### src/rtl/quiz_pkg.sv
// Shared types and default constants for the buzzer round controller.
// The WRONG_PENALTY_EN macro enables score deduction on wrong answers/timeouts.
package quiz_pkg;

    localparam int unsigned MAX_TEAMS        = 8;
    localparam int unsigned TEAM_ID_W        = 3;

    localparam int unsigned DEF_N_TEAMS      = 4;
    localparam int unsigned DEF_DEBOUNCE_CYC = 50_000_000;
    localparam int unsigned DEF_ANSWER_CYC   = 300_000_000;
    localparam int unsigned DEF_SCORE_W      = 8;
    localparam int unsigned DEF_PTS_CORRECT  = 10;
    localparam int unsigned DEF_PTS_WRONG    = 5;

    typedef enum logic [1:0] {
        IDLE   = 2'd0,
        ARMED  = 2'd1,
        ANSWER = 2'd2
    } state_t;

    typedef logic [TEAM_ID_W-1:0] team_id_t;

    // Index of the lowest set bit; lower team index wins ties.
    function automatic team_id_t lowest_set(input logic [MAX_TEAMS-1:0] v);
        team_id_t r;
        r = '0;
        for (int i = MAX_TEAMS - 1; i >= 0; i--) begin
            if (v[i]) begin
                r = team_id_t'(i);
            end
        end
        return r;
    endfunction

endpackage

### src/rtl/press_qualifier.sv
// Debounce counter for one team button; pulses when a press qualifies.
module press_qualifier
    import quiz_pkg::*;
#(
    parameter int unsigned DEBOUNCE_CYC = DEF_DEBOUNCE_CYC
) (
    input  logic clk,
    input  logic rst,
    input  logic i_en,
    input  logic i_clr,
    input  logic i_btn,
    output logic o_qualify_c
);

    localparam int unsigned CNT_W = $clog2(DEBOUNCE_CYC + 1);

    logic [CNT_W-1:0] r_cnt;

    // Press qualifies on the DEBOUNCE_CYC-th consecutive enabled high sample.
    assign o_qualify_c = i_en & i_btn & (r_cnt == CNT_W'(DEBOUNCE_CYC - 1));

    // Count consecutive enabled high samples; any low sample or clear restarts.
    always_ff @(posedge clk or posedge rst) begin
        if (rst) begin
            r_cnt <= '0;
        end else if (i_clr || !(i_en && i_btn)) begin
            r_cnt <= '0;
        end else begin
            r_cnt <= r_cnt + CNT_W'(1);
        end
    end

endmodule

### src/rtl/quiz_round_ctrl.sv
// Buzzer round controller: arms a question, grants the first qualified team,
// times the answer window, applies verdicts to scores and manages lockouts.
// Optional macro WRONG_PENALTY_EN: deduct PTS_WRONG (floored at 0) on a wrong
// answer or timeout; without it only the lockout applies.
module quiz_round_ctrl
    import quiz_pkg::*;
#(
    parameter int unsigned N_TEAMS      = DEF_N_TEAMS,
    parameter int unsigned DEBOUNCE_CYC = DEF_DEBOUNCE_CYC,
    parameter int unsigned ANSWER_CYC   = DEF_ANSWER_CYC,
    parameter int unsigned SCORE_W      = DEF_SCORE_W,
    parameter int unsigned PTS_CORRECT  = DEF_PTS_CORRECT
`ifdef WRONG_PENALTY_EN
    ,
    parameter int unsigned PTS_WRONG    = DEF_PTS_WRONG
`endif
) (
    input  logic                         clk,
    input  logic                         rst,
    input  logic                         start,
    input  logic                         clr_scores,
    input  logic [N_TEAMS-1:0]           team_btn,
    input  logic                         judge_ok,
    input  logic                         judge_bad,
    output logic                         armed,
    output logic                         winner_valid,
    output logic [$clog2(N_TEAMS)-1:0]   winner_id,
    output logic [N_TEAMS-1:0]           led,
    output logic [N_TEAMS-1:0]           locked,
    output logic [N_TEAMS*SCORE_W-1:0]   scores
);

    localparam int unsigned ID_W  = $clog2(N_TEAMS);
    localparam int unsigned TMR_W = $clog2(ANSWER_CYC + 1);
    localparam int unsigned SUM_W = SCORE_W + 1;
    localparam logic [SCORE_W-1:0] SCORE_MAX = '1;

    state_t              r_state;
    logic                r_armed;
    logic                r_winner_valid;
    logic [ID_W-1:0]     r_winner_id;
    logic [N_TEAMS-1:0]  r_led;
    logic [N_TEAMS-1:0]  r_locked;
    logic [TMR_W-1:0]    r_timer;
    logic [SCORE_W-1:0]  r_scores [N_TEAMS];

    logic [N_TEAMS-1:0]  w_qual;
    logic                w_grant;
    logic                w_in_armed;
    logic                w_in_answer;
    logic                w_ok;
    logic                w_bad;
    logic                w_timeout;
    logic                w_wrong;
    logic [N_TEAMS-1:0]  w_lock_next;
    logic                w_all_locked;
    logic [SCORE_W-1:0]  w_win_score;
    logic [SUM_W-1:0]    w_sum;
    logic [SCORE_W-1:0]  w_add_score;
    logic [SCORE_W-1:0]  w_wrong_score;

    assign w_in_armed  = (r_state == ARMED);
    assign w_in_answer = (r_state == ANSWER);

    // One debounce qualifier per team, enabled only while armed and unlocked.
    for (genvar g = 0; g < N_TEAMS; g++) begin : g_qual
        press_qualifier #(
            .DEBOUNCE_CYC (DEBOUNCE_CYC)
        ) u_qual (
            .clk         (clk),
            .rst         (rst),
            .i_en        (w_in_armed & ~r_locked[g]),
            .i_clr       (w_grant),
            .i_btn       (team_btn[g]),
            .o_qualify_c (w_qual[g])
        );
    end

    assign w_grant = w_in_armed & (|w_qual);

    // Verdict decode: simultaneous verdicts cancel; a verdict beats the timeout.
    assign w_ok         = w_in_answer & judge_ok & ~judge_bad;
    assign w_bad        = w_in_answer & judge_bad & ~judge_ok;
    assign w_timeout    = w_in_answer & ~w_ok & ~w_bad & (r_timer == TMR_W'(ANSWER_CYC - 1));
    assign w_wrong      = w_bad | w_timeout;
    assign w_lock_next  = r_locked | r_led;
    assign w_all_locked = &w_lock_next;

    // Select the current winner's score.
    always_comb begin
        w_win_score = '0;
        for (int i = 0; i < N_TEAMS; i++) begin
            if (r_winner_id == ID_W'(i)) begin
                w_win_score = r_scores[i];
            end
        end
    end

    // Saturating add for a correct answer.
    assign w_sum       = {1'b0, w_win_score} + SUM_W'(PTS_CORRECT);
    assign w_add_score = w_sum[SCORE_W] ? SCORE_MAX : w_sum[SCORE_W-1:0];

`ifdef WRONG_PENALTY_EN
    // Floored subtract for a wrong answer or timeout.
    assign w_wrong_score = (w_win_score >= SCORE_W'(PTS_WRONG)) ?
                           (w_win_score - SCORE_W'(PTS_WRONG)) : '0;
`else
    // No deduction: the score is kept as-is.
    assign w_wrong_score = w_win_score;
`endif

    // Round FSM with registered status outputs, timer and lockout mask.
    always_ff @(posedge clk or posedge rst) begin
        if (rst) begin
            r_state        <= IDLE;
            r_armed        <= 1'b0;
            r_winner_valid <= 1'b0;
            r_winner_id    <= '0;
            r_led          <= '0;
            r_locked       <= '0;
            r_timer        <= '0;
        end else begin
            case (r_state)
                IDLE: begin
                    if (start) begin
                        r_state  <= ARMED;
                        r_armed  <= 1'b1;
                        r_locked <= '0;
                    end
                end
                ARMED: begin
                    if (w_grant) begin
                        r_state        <= ANSWER;
                        r_armed        <= 1'b0;
                        r_winner_valid <= 1'b1;
                        r_winner_id    <= ID_W'(lowest_set(MAX_TEAMS'(w_qual)));
                        r_led          <= N_TEAMS'(1) << lowest_set(MAX_TEAMS'(w_qual));
                        r_timer        <= '0;
                    end
                end
                ANSWER: begin
                    r_timer <= r_timer + TMR_W'(1);
                    if (w_ok) begin
                        r_state        <= IDLE;
                        r_winner_valid <= 1'b0;
                        r_led          <= '0;
                        r_locked       <= '0;
                    end else if (w_wrong) begin
                        r_winner_valid <= 1'b0;
                        r_led          <= '0;
                        if (w_all_locked) begin
                            r_state  <= IDLE;
                            r_locked <= '0;
                        end else begin
                            r_state  <= ARMED;
                            r_armed  <= 1'b1;
                            r_locked <= w_lock_next;
                        end
                    end
                end
                default: begin
                    r_state <= IDLE;
                end
            endcase
        end
    end

    // Score registers: clear in IDLE, verdict updates for the winner in ANSWER.
    always_ff @(posedge clk or posedge rst) begin
        if (rst) begin
            for (int i = 0; i < N_TEAMS; i++) begin
                r_scores[i] <= '0;
            end
        end else begin
            for (int i = 0; i < N_TEAMS; i++) begin
                if (r_state == IDLE && clr_scores) begin
                    r_scores[i] <= '0;
                end else if (r_winner_id == ID_W'(i)) begin
                    if (w_ok) begin
                        r_scores[i] <= w_add_score;
                    end else if (w_wrong) begin
                        r_scores[i] <= w_wrong_score;
                    end
                end
            end
        end
    end

    assign armed        = r_armed;
    assign winner_valid = r_winner_valid;
    assign winner_id    = r_winner_id;
    assign led          = r_led;
    assign locked       = r_locked;

    for (genvar g = 0; g < N_TEAMS; g++) begin : g_scores
        assign scores[g*SCORE_W +: SCORE_W] = r_scores[g];
    end

endmodule

### config.mk
export PLATFORM = sky130hd
export DESIGN_NAME = quiz_round_ctrl
export DESIGN_NICKNAME = d
export VERILOG_FILES = /design/src/rtl/quiz_pkg.sv /design/src/rtl/press_qualifier.sv /design/src/rtl/quiz_round_ctrl.sv
export SDC_FILE = /design/constraint.sdc
export NUM_CORES = 1
export LEC_CHECK = 0
export ABC_CLOCK_PERIOD_IN_PS = 6350
export CAP_MARGIN = 20
export CORE_UTILIZATION = 50
export CTS_BUF_LIST = sky130_fd_sc_hd__clkbuf_16
export DETAILED_ROUTE_END_ITERATION = 6
export GPL_TIMING_DRIVEN = 1
export HOLD_SLACK_MARGIN = 0.03
export PLACE_DENSITY = 0.73
export SYNTH_ARGS = -nofsm -noshare
export SYNTH_HDL_FRONTEND = slang
export SYNTH_SLANG_ARGS = --single-unit
### constraint.sdc
create_clock -name clk -period 6.35 [get_ports clk]
set_input_delay 1.5875 -clock clk [delete_from_list [all_inputs] [get_ports clk]]
set_output_delay 1.5875 -clock clk [all_outputs]
set_load 0.01 [all_outputs]
Word level (Yosys, flattened, before mapping) --
Index checks and enable logic that the tools add are counted.
Word-level totals: flip-flop bits (word level) 179, input bits 10, output and inout bits 44, word-level logic and storage cells 155
Operators by class: add/subtract/negate cells 6, eq/ne operators 16, shift operators 1, mux-type cells 52, bitwise gates (word level) 30, reduce and logical (&&, ||, !) cells 35
Operators with widths (count):
- $mux 8 | 15
- $add 26x1->26 const B | 4
- $eq 26x26->1 const B | 4
- $mux 26 | 4
- $pmux 29 s2 | 1
- $add 29x1->29 const B | 1
- $eq 29x29->1 const B | 1
- $mux 29 | 1
- $mux 4 | 7
- $and 1x1->1 | 20
- $pmux 4 s2 | 2
- $mux 3 | 5
- $reduce_and 2->1 | 6
- $reduce_bool 2->1 | 6
- $mux 2 | 5
- $add 8x4->9 const B | 1
- $mux 1 | 9
- $reduce_and 3->1 | 3
- $not 1->1 | 8
- $eq 2x2->1 const B | 3
- $ne 2x2->1 const B | 3
- $pmux 2 s3 | 1
- $reduce_and 6->1 | 1
- $reduce_bool 3->1 | 2
- other kinds (14) | 27

Logic depth before layout (Yosys ltp) --
depth in word-level cells 13, gate-level depth with buffers 11, mapped depth without buffers 8

Cells and area by module --
Synthesis repeated with hierarchy kept, for this count alone.
Unflattened totals: cells, all modules 1022, area total of the unflattened synthesis 9562.9 um^2
Modules (own cells, without submodules):
- press_qualifier | times used 4, cells an instance 154, area an instance 1397.6 um^2, seq. area each 650.6 um^2
- quiz_round_ctrl | times used 1, cells an instance 406, area an instance 3972.6 um^2, seq. area each 1876.8 um^2

Worst setup path before layout --
OpenSTA, ideal clock, no wires.
path type in2reg, from input port team_btn[2], to register r_winner_valid (netlist: winner_valid), library setup time 0.128 ns, arrival 3.565 ns, data required time 6.222 ns, slack 2.657 ns, cell stages on the path 7, cells stage by stage inv_1 -> or4_1 -> or4_4 -> nor4bb_1 -> buf_6 -> a211oi_4 -> mux2_1
Between the ends: word-level cells in the longest chain between the ends 6
Ends and longest elaborated chain:
- start, declared | RTL line quiz_round_ctrl.sv:22 | input logic [N_TEAMS-1:0] team_btn,
- $and 1x1->1 (2 in series) | RTL line press_qualifier.sv:20 | assign o_qualify_c = i_en & i_btn & (r_cnt == CNT_W'(DEBOUNCE_CYC - 1));
- $reduce_or 4->1 | RTL line quiz_round_ctrl.sv:79 | assign w_grant = w_in_armed & (|w_qual);
- $and 1x1->1 | RTL line quiz_round_ctrl.sv:79
- $ne 2x1->1 (no source line)
- $reduce_and 3->1 (no source line)
- end signal, assigned | RTL line quiz_round_ctrl.sv:117 | r_winner_valid <= 1'b0;
- end signal, assigned | RTL line quiz_round_ctrl.sv:135 | r_winner_valid <= 1'b1;
- end signal, assigned | RTL line quiz_round_ctrl.sv:145 | r_winner_valid <= 1'b0;
- end, declared | RTL line quiz_round_ctrl.sv:40 | logic r_winner_valid;
Every way passes these cells. A chain may end at the register's enable or synchronous reset.

Worst setup path in the final report --
from input port team_btn[3], to register g_qual[3].u_qual.r_cnt[18]
Between the ends: word-level cells in the longest chain between the ends 6, elaborated cells between the ends (all ways) 8
Ends and longest elaborated chain:
- $and 1x1->1 (2 in series) | RTL line press_qualifier.sv:20
- $reduce_or 4->1 | RTL line quiz_round_ctrl.sv:79
- $and 1x1->1 | RTL line quiz_round_ctrl.sv:79
- $logic_or 1x1->1 (*) | RTL line press_qualifier.sv:26 | end else if (i_clr || !(i_en && i_btn)) begin
- $mux 26 (*) | RTL line press_qualifier.sv:26
- end signal, assigned | RTL line press_qualifier.sv:29 | r_cnt <= r_cnt + CNT_W'(1);
- end, declared | RTL line press_qualifier.sv:17 | logic [CNT_W-1:0] r_cnt;
Mark *: on every way between the ends. The rest lies on a longest branch, timed or not.

==> flow_summary.ini <==
[cells_and_area]
nets = 1075
fin_area_um2 = 11100
syn2layout_area_growth_pct = 13.4
final_layout_size_suffix_gt1_share_pct = 5.90
num_antenna_cells = 0

[pwr]
vdd_ir_drop_max_v = 0.000176
power_density_nw_per_um2 = 207
leakage_nw = 4.42

[floorplan]
die_y_um = 142
std_cell_rows = 50
ioPinCount = 54
core_area_um2 = 18900
start_util_pct = 51.7
die_width_um = 142
die_area_um2 = 20100

[global_routing]
use_met2_pct = 34.5
grt_overflow = 0
grt_pass1_vias = 7171
antenna_found_initial = 0
grt_max_degree = 85
grt_pass1_wl_um = 36000
grt.busiest_layer = met2
grt.met1_usage_pct = 31.9
grt_use_total_pct = 22.3
met3_usage_pct = 4.89

[clock_network]
cts_buffers = 17
htreeDepth = 4
clock-sinks = 179
insertion_delay_ns = 0.43
cts_hold_buf = 0
cts_tree = yes
cts_setup_buffers = 0
cts_max_path_buffers = 2
cts_resized = 0
cts_root_buf = clkbuf_16
clk_pin_slew_ns = 0.07

[critical_path]
critPathCaptureType = register
worst_setup_path_start_kind = input pin
crit_start = team_btn[3]
slowest_stage = nand3_1
cp_slowest_stage_delay_ns = 0.85
worstSetupPathType = in2reg
r2r_start = r_state[1]$_DFFE_PP0P_
crit_buf_inv = 1
worst-path-max-fanout = 25
critical-path-top-delay-family = simple AND/OR/NAND/NOR gates
crit_arrival_ns = 4.58
cp_cell_sequence = clkdlybuf4s50_1, nor2b_1, and4_1, and3_1, nor4bb_4, nand3_1, nor2_1
required_ns = 6.68

[detailed_routing]
post_drt_wl_per_cell_um = 15.9
vias = 7560
viasPerCell = 5.70
ant_nets = 0
drtIter0Drc = 465
drt-total-wl_um = 21100
drc_errors = 0
drtPass1Iterations = 5

[sta]
totalNegativeSetupSlack_ns = 0
max_freq_mhz = 235
clock_skew_ns = 0.0122
max_slew.worst_pin.slew_ns = 0.926
finalCriticalPeriod_ns = 4.25
slew_violations = 0
setup_viol = 0
final_hold_viol_count = 0
min_period_over_period_pct = 67.0
grt_setup_unrepaired = false
slew_headroom_pct = 38.1

[yosys]
synth_largest_area_cell = dfrtp_1
synth_cell_types = 67
ys.warnings.count = 0
synth-edff-count = 0
synth_seq_cells = 179
synth_ff_type = dfrtp_1
syn_area_um2 = 9760
ys_seq_area_share_pct = 45.9
synthCells = 1025
async_flop_share_pct = 100
post-synth-top-count-cell = dfrtp_1
synth_area_leaders = dfrtp_1 (46%), nor2_1 (5.7%), xor2_1 (4.9%)
avgSynthCellArea_um2 = 9.53
yosys.area.top_type_share_pct = 45.9
synth_top_cells_by_count = dfrtp_1 (179), nor2_1 (149), nand2_1 (70)
syn_nets = 1046

[hold_path]
hp-class = reg2reg
holdCritStartpoint = g_qual[1].u_qual.r_cnt[0]$_DFF_PP0_

[placement]
io_buffer_count = 53
place.gp.congestion = 0.822
place_area_um2 = 10500
hpwl_um = 13900

[status]
outcome = complete, no violations

[flow_run]
maxCapViolCount = 0
-- per-layer routing --
layer	vias to the layer above	wire length, µm
met5	-	0
met2	147	9710
met4	0	223
met3	19	967
met1	3694	10200
li1	3700	-
-- worst reg2reg max path, cell delays in order (launching register included) --
cell and delay, ns:
dfrtp_1 0.40, inv_1 0.10, ha_2 0.17, buf_4 0.29, nor4bb_1 0.23, and4_1 0.21
and3_1 0.22, nor4bb_4 0.82, nand3_1 0.86, nor2_1 0.36
-- registers in the layout, indices dropped and copies added (netlist names) --
register and cells:
r_state 2, winner_id 2, g_qual.u_qual.r_cnt 104, scores 32, r_timer 29, locked 4
armed 1, winner_valid 1, led 4
-- where the power goes --
| part | switching [W] | internal [W] | total (W) |
|---|---|---|---|
| clock | 0.000464 | 0.000542 | 0.00101 |
| combinational | 0.0000648 | 0.0000452 | 0.000110 |
| sequential | 0.0000158 | 0.00116 | 0.00117 |
-- layout by cell type, fill, tap and decap left out, types with 10 or more instances in the layout --
cell / Yosys / final
nor2_1: 149 / 149
nand2_1: 70 / 70
o31ai_1: 39 / 39
xor2_1: 55 / 55
o21ai_0: 20 / 20
mux2i_1: 35 / 35
clkdlybuf4s50_1: 0 / 53
nand3_1: 64 / 64
inv_1: 45 / 44
nor3_1: 15 / 15
nor4_1: 10 / 10
and3_1: 24 / 24
nand4_1: 33 / 33
and2_1: 10 / 10
dfrtp_1: 179 / 179
a21oi_1: 40 / 40
clkbuf_16: 0 / 17
xnor2_1: 44 / 44
-- through the flow --
| stage | power, W | worst slack (ns) | util (%) | instances | hold WS, ns |
|---|---|---|---|---|---|
| after floorplan | 0.00126 | 2.47 | - | 1025 | 0.448 |
| after global placement | 0.00130 | 1.70 | 55.5 | 1294 | 0.473 |
| after detailed placement | 0.00131 | 1.63 | 55.5 | 1294 | 0.481 |
| after CTS | 0.00231 | 2.04 | 58.5 | 1326 | 0.491 |
| after global routing | 0.00237 | 1.81 | 58.6 | 1327 | 0.507 |
| final | 0.00229 | 2.10 | 58.6 | 1327 | 0.487 |
-- layout make-up --
type	count	area (µm²)
clock buffers	17	425
inverters	45	173
repair buffers	63	638
multi-input cells	748	4910
well taps	260	325
flip-flops and latches	179	4480
clock inverters	15	129
fillers	1653	7820
-- cell families (layout without fill, tap and decap cells) --
| group | count (synthesis) | count (layout) | share of synthesized area, % |
|---|---|---|---|
| AND/OR/NAND/NOR | 447 | 447 | 23.7 |
| flip-flops | 179 | 179 | 45.9 |
| AO/OA/AOI/OAI | 143 | 143 | 10.1 |
| XOR/XNOR | 99 | 99 | 8.88 |
| buffers and inverters | 98 | 140 | 4.09 |
| multiplexers | 48 | 48 | 6.01 |
| adder cells (fa/ha/maj) | 11 | 11 | 1.41 |
-- path summary, 6_finish.rpt --
| path | depth (start not counted) | slack [ns] | endpoint |
|---|---|---|---|
| max in group asynchronous | 3 | 3.44 | armed$_DFFE_PP0P_ |
| worst min-delay path | 1 | 0.49 | g_qual[1].u_qual.r_cnt[0]$_DFF_PP0_ |
| min in group asynchronous | 2 | 1.66 | g_qual[1].u_qual.r_cnt[20]$_DFF_PP0_ |
| worst max-delay path | 7 | 2.10 | g_qual[3].u_qual.r_cnt[18]$_DFF_PP0_ |
| worst max register to register | 9 | 2.59 | g_qual[3].u_qual.r_cnt[18]$_DFF_PP0_ |
| worst min register to register | 1 | 0.49 | g_qual[1].u_qual.r_cnt[0]$_DFF_PP0_ |
(Power assumes the default switching activity.)
